**config.mk**
```make
export PLATFORM = sky130hd
export DESIGN_NAME = instr_fetch_queue
export DESIGN_NICKNAME = d
export VERILOG_FILES = /design/src/rtl/instr_fetch_queue.sv
export SDC_FILE = /design/constraint.sdc
export NUM_CORES = 1
export LEC_CHECK = 0
export ABC_CLOCK_PERIOD_IN_PS = 29000
export CELL_PAD_IN_SITES_DETAIL_PLACEMENT = 0
export CELL_PAD_IN_SITES_GLOBAL_PLACEMENT = 1
export CORE_ASPECT_RATIO = 1.25
export CORE_MARGIN = 2
export CORE_UTILIZATION = 45
export DETAILED_ROUTE_END_ITERATION = 6
export GPL_TIMING_DRIVEN = 1
export MAX_ROUTING_LAYER = met4
export PLACE_DENSITY = 0.84
export RECOVER_POWER = 25
export SLEW_MARGIN = 0
export SYNTH_ARGS = -nofsm -noshare
export SYNTH_HDL_FRONTEND = slang
export SYNTH_SLANG_ARGS = --single-unit
```
**constraint.sdc**
```tcl
create_clock -name clk -period 29 [get_ports clk]
set_clock_uncertainty 0.1 [all_clocks]
set_input_delay 8.7 -clock clk [delete_from_list [all_inputs] [get_ports clk]]
set_output_delay 8.7 -clock clk [all_outputs]
set_load 0.05 [all_outputs]
```
**src/rtl/instr_fetch_queue.sv**
```systemverilog
`default_nettype none
// ----------------------------------------------------------------------------
// instr_fetch_queue - single-outstanding instruction fetcher feeding a DEPTH-entry
// decode queue; define IFQ_BYPASS_EN to forward a response to an empty queue's
// output in the same cycle.  Rev 1.0
// ----------------------------------------------------------------------------
module instr_fetch_queue #(
  parameter int          DEPTH    = 4,
  parameter logic [31:0] RESET_PC = 32'h0
) (
  input  logic        clk,
  input  logic        reset,
  output logic        imem_req,
  output logic [31:0] imem_addr,
  input  logic        imem_ready,
  input  logic        imem_valid,
  input  logic [31:0] imem_rdata,
  output logic        fetch_valid,
  output logic [31:0] fetch_instr,
  output logic [31:0] fetch_pc,
  input  logic        fetch_ready,
  input  logic        redirect,
  input  logic [31:0] redirect_pc,
  output logic        halted
);

  localparam int             PW         = $clog2(DEPTH);
  localparam int             CW         = PW + 1;
  localparam logic [CW-1:0]  FULL       = CW'(DEPTH);
  localparam logic [6:0]     OPC_SYSTEM = 7'b1110011;

  logic [31:0]   pc_q, pc_d;
  logic          outst_q, outst_d;
  logic          discard_q, discard_d;
  logic          stop_q, stop_d;
  logic          halted_q, halted_d;
  logic          started_q;
  logic [PW-1:0] rd_ptr_q, rd_ptr_d;
  logic [PW-1:0] wr_ptr_q, wr_ptr_d;
  logic [CW-1:0] count_q, count_d;
  logic [31:0]   pc_mem_q    [DEPTH];
  logic [31:0]   instr_mem_q [DEPTH];

  logic        w_redir;
  logic        w_rsp;
  logic        w_rsp_ok;
  logic        w_empty;
  logic        w_bypass;
  logic        w_pop;
  logic        w_qpop;
  logic        w_push;
  logic        w_acc;
  logic [31:0] w_rsp_pc;
  logic        w_unused_redirect_lsb;

  assign w_unused_redirect_lsb = ^redirect_pc[1:0];

  assign w_redir  = redirect & ~halted_q;
  assign w_rsp    = imem_valid & outst_q;
  assign w_rsp_ok = w_rsp & ~discard_q & ~w_redir;
  assign w_empty  = (count_q == '0);
  // pc_q only moves on accept or redirect, and redirect discards the response,
  // so a kept response always belongs to pc_q - 4.
  assign w_rsp_pc = pc_q - 32'd4;

`ifdef IFQ_BYPASS_EN
  assign w_bypass    = w_rsp_ok & w_empty;
  assign fetch_valid = ~halted_q & (~w_empty | w_bypass);
  assign fetch_instr = w_bypass ? imem_rdata : instr_mem_q[rd_ptr_q];
  assign fetch_pc    = w_bypass ? w_rsp_pc   : pc_mem_q[rd_ptr_q];
`else
  assign w_bypass    = 1'b0;
  assign fetch_valid = ~halted_q & ~w_empty;
  assign fetch_instr = instr_mem_q[rd_ptr_q];
  assign fetch_pc    = pc_mem_q[rd_ptr_q];
`endif

  assign w_pop  = fetch_valid & fetch_ready & ~w_redir;
  assign w_qpop = w_pop & ~w_bypass;
  assign w_push = w_rsp_ok & ~(w_bypass & fetch_ready);

  // A discarded response frees the request slot in the cycle it arrives.
  assign imem_req  = started_q & ~halted_q & ~stop_q & (count_q != FULL) &
                     (~outst_q | (imem_valid & discard_q));
  assign imem_addr = pc_q;
  assign w_acc     = imem_req & imem_ready;

  always_comb begin
    pc_d      = pc_q;
    outst_d   = outst_q;
    discard_d = discard_q;
    stop_d    = stop_q | (w_rsp_ok & (imem_rdata[6:0] == OPC_SYSTEM));
    halted_d  = halted_q | (w_pop & (fetch_instr[6:0] == OPC_SYSTEM));
    rd_ptr_d  = rd_ptr_q + PW'(w_qpop);
    wr_ptr_d  = wr_ptr_q + PW'(w_push);
    count_d   = count_q + CW'(w_push) - CW'(w_qpop);

    if (w_rsp) begin
      outst_d   = 1'b0;
      discard_d = 1'b0;
    end
    if (w_acc) begin
      pc_d      = pc_q + 32'd4;
      outst_d   = 1'b1;
      discard_d = 1'b0;
    end

    if (w_redir) begin
      pc_d      = {redirect_pc[31:2], 2'b00};
      count_d   = '0;
      rd_ptr_d  = '0;
      wr_ptr_d  = '0;
      stop_d    = 1'b0;
      discard_d = outst_d;
    end
  end

  always_ff @(posedge clk or posedge reset) begin
    if (reset) begin
      pc_q      <= RESET_PC;
      outst_q   <= 1'b0;
      discard_q <= 1'b0;
      stop_q    <= 1'b0;
      halted_q  <= 1'b0;
      started_q <= 1'b0;
      rd_ptr_q  <= '0;
      wr_ptr_q  <= '0;
      count_q   <= '0;
      for (int i = 0; i < DEPTH; i++) begin
        pc_mem_q[i]    <= '0;
        instr_mem_q[i] <= '0;
      end
    end else begin
      pc_q      <= pc_d;
      outst_q   <= outst_d;
      discard_q <= discard_d;
      stop_q    <= stop_d;
      halted_q  <= halted_d;
      started_q <= 1'b1;
      rd_ptr_q  <= rd_ptr_d;
      wr_ptr_q  <= wr_ptr_d;
      count_q   <= count_d;
      if (w_push) begin
        pc_mem_q[wr_ptr_q]    <= w_rsp_pc;
        instr_mem_q[wr_ptr_q] <= imem_rdata;
      end
    end
  end

  assign halted = halted_q;

endmodule
`default_nettype wire

```
==> summary.txt <==
Global routing
  – Largest net degree at the start of global routing: 148
  – First-pass GRT wire length: 49,800 um
  – Vias in the first global route: 9,322
  – Initial antenna violation count: 0
  – GRT Total Usage: 20.4%
  – GRT overflow: 0

Power
  – P_leak: 6.96 nW
  – Pwr/cell area: 89.0 nW/um^2
  – Worst-case vdd ir drop: 39.7 uV

Floorplan
  – Die width: 159 um
  – Core box area: 29,300 sq um
  – Die height: 198 um
  – Initial Util: 46.0%
  – Die area: 31,400 sq um
  – # rows: 70
  – IO Pins: 169

Critical path
  – Crit-path cells: dlygate4sd3_1 > a21bo_2 > and3_1 > clkdlybuf4s50_1
  – Critical path data arrival time: 10.36 ns
  – Worst setup EP type: output port
  – Worst Path Max Fanout: 3
  – Critical path class: in2out
  – CP startpoint kind: input port
  – Critical Path RT: 20.20 ns
  – Worst path slowest cell: clkdlybuf4s50_1
  – Worst Path Buf+Inv: 2
  – CP delay by family, top: buffers and inverters
  – Critical Path Max Stage Delay: 0.79 ns

Synth
  – Ys Warns: 0
  – Yosys reg bits: 290
  – Synth cell count leaders: dfrtp_1, nand2_1, o21ai_0
  – Dominant synthesized flop cell: dfrtp_1
  – Ranking of synthesized cells by area: dfrtp_1, mux4_2, mux2_2
  – Synth top area share: 53.8%
  – Register area share after synthesis: 53.8%
  – Synth Area per Inst: 11.8 sq um
  – Yosys cell types: 52
  – Post-synth ARST share: 100%
  – Post-synthesis cell count: 1,147
  – Post-synth EDFFs: 0
  – Most instantiated library cell after synthesis: dfrtp_1
  – Synthesized cell area: 13,500 sq um
  – Post-synth top area cell: dfrtp_1

Timing
  – Final Max Slew Viols: 148
  – Unrepaired setup endpoints after global routing: false
  – Slew headroom: -339%
  – Setup TNS: 0 ns
  – Final setup vio count: 0
  – Worst Tran Pin Value: 6.55 ns
  – Final Hold Viols: 0
  – Final min period: 19.16 ns
  – Fmax: 0.0522 GHz
  – Ratio of final minimum period to clock period: 66.1%

Route
  – Routed Wire Length: 30,500 um
  – Wire length per cell: 18.1 um
  – DR vias: 8,996
  – Vias/cell: 5.34
  – First-pass DRT Iterations: 4
  – Initial DRC Count: 462
  – Drt drc: 0
  – Routed Antenna Nets: 0

Clock network
  – CTS root buf: clkbuf_16
  – Hold_buf cts: 0
  – Clk buf depth: 3
  – TritonCTS buffer count: 29
  – TritonCTS clock tree: built
  – Number of setup buffers added after CTS: 0
  – H-tree depth: 1
  – Worst-Skew Late Latency: 0.54 ns
  – Num Clock Sinks: 290
  – Post-CTS Resized: 0
  – Clock transition at path regs: 0.06 ns

Placement
  – Post-DP Area: 15,300 sq um
  – I/O Buffers: 162
  – DP HPWL: 19,400 um
  – Placer Congestion: 0.787

Cells and area
  – Area delta synth->final: 20.4%
  – Diodes inserted: 0
  – Layout cell share with drive strength beyond 1: 18.3%
  – FILL cells: 2,513
  – Post-layout nets: 1,345
  – Fin area: 16,200 sq um

Run
  – Max cap viols: 1

Run status
  – Status: finished with violations
  – Violations in the final reports: capacitance limit, slew limit

Min path
  – Hold Path Class: reg2reg
[state kept, by name, indices dropped and copies added (netlist names)]
signal	flops
instr_mem_q	128
pc_mem_q	120
imem_addr	30
count_q	3
rd_ptr_q	2
wr_ptr_q	2
discard_q	1
halted	1
outst_q	1
started_q	1
stop_q	1
[metal layers]
metal  global-route usage (%)  part of all wire [%]  vias up
met5                        -                     0        -
met4                     4.51                   1.7        0
met3                     3.28                   4.6       39
met2                     34.2                    49      190
met1                     26.4                    44     4520
li1                         -                     -     4247
[power by group]
group / total (mW) / internal (mW) / switching, mW
clock network: 0.371 / 0.218 / 0.153
logic: 0.557 / 0.218 / 0.339
registers: 0.518 / 0.468 / 0.0493
total: 1.45 / 0.904 / 0.541
[worst paths after layout]
check	from	endpoint	slack [ns]	cells after the start
max reg2reg	halted$_DFF_PP0_	instr_mem_q[91]$_DFFE_PP0P_	25.24	7
max	imem_valid	imem_req	9.84	4
min	instr_mem_q[42]$_DFFE_PP0P_	instr_mem_q[42]$_DFFE_PP0P_	0.37	2
max in group asynchronous	reset	rd_ptr_q[0]$_DFF_PP0_	14.68	2
min in group asynchronous	reset	instr_mem_q[107]$_DFFE_PP0P_	10.56	2
min reg2reg	instr_mem_q[42]$_DFFE_PP0P_	instr_mem_q[42]$_DFFE_PP0P_	0.37	2
[per-stage QoR]
step / cells / worst slack (ns) / total power [mW] / util [%] / hold WS (ns)
2_1_floorplan: 1150 / 10.93 / 0.910 / - / 0.340
3_3_place_gp: 1633 / 9.91 / 1.08 / 52.2 / 0.353
3_5_place_dp: 1633 / 9.91 / 1.09 / 52.2 / 0.358
4_1_cts: 1685 / 9.91 / 1.46 / 55.4 / 0.374
5_1_grt: 1685 / 9.80 / 1.51 / 55.4 / 0.396
6_report: 1685 / 9.84 / 1.45 / 55.4 / 0.372
[tightest hold or removal path, stage by stage, from the launching register on]
cell and delay [ns]:
dfrtp_1 0.34, nand2_1 0.05, nand2_1 0.06
[placed cells by master (no fill, tap or decap), types with 6 or more instances in the layout]
cell,n
dfrtp_1,288
nand2_1,210
clkdlybuf4s50_1,159
o21ai_0,107
mux2_2,91
mux4_2,62
nor2_1,56
a21oi_1,34
xnor2_1,30
clkbuf_16,29
xor2_1,27
nand3_1,21
nand4_1,21
mux2_1,12
buf_4,12
nor3_1,11
clkbuf_8,10
o21ai_1,9
clkbuf_1,9
nor4_1,7
inv_1,6
ha_1,6
[area by class of cell]
class                           count  area [sq um]  share of cell area, %
Tap cell                          396           495                   3.05
Sequential cell                   290          7260                   44.7
Timing Repair Buffer              175          1720                   10.6
Inverter                            8          31.3                  0.193
Clock inverter                      5          53.8                  0.331
Multi-Input combinational cell    764          5790                   35.6
Clock buffer                       47           893                   5.50
[cells by family (layout without fill, tap and decap cells)]
kind of cell	count (synthesis)	in the layout	synth area share [%]
AND/OR/NAND/NOR	374	374	13.3
flip-flops	290	290	53.8
multiplexers	165	165	18.9
AO/OA/AOI/OAI	156	156	5.90
buffers and inverters	96	235	3.60
XOR/XNOR	57	57	3.70
adder cells (fa/ha/maj)	7	7	0.705
other	2	5	0.0557
No activity file was read; power rests on OpenSTA's default activity.
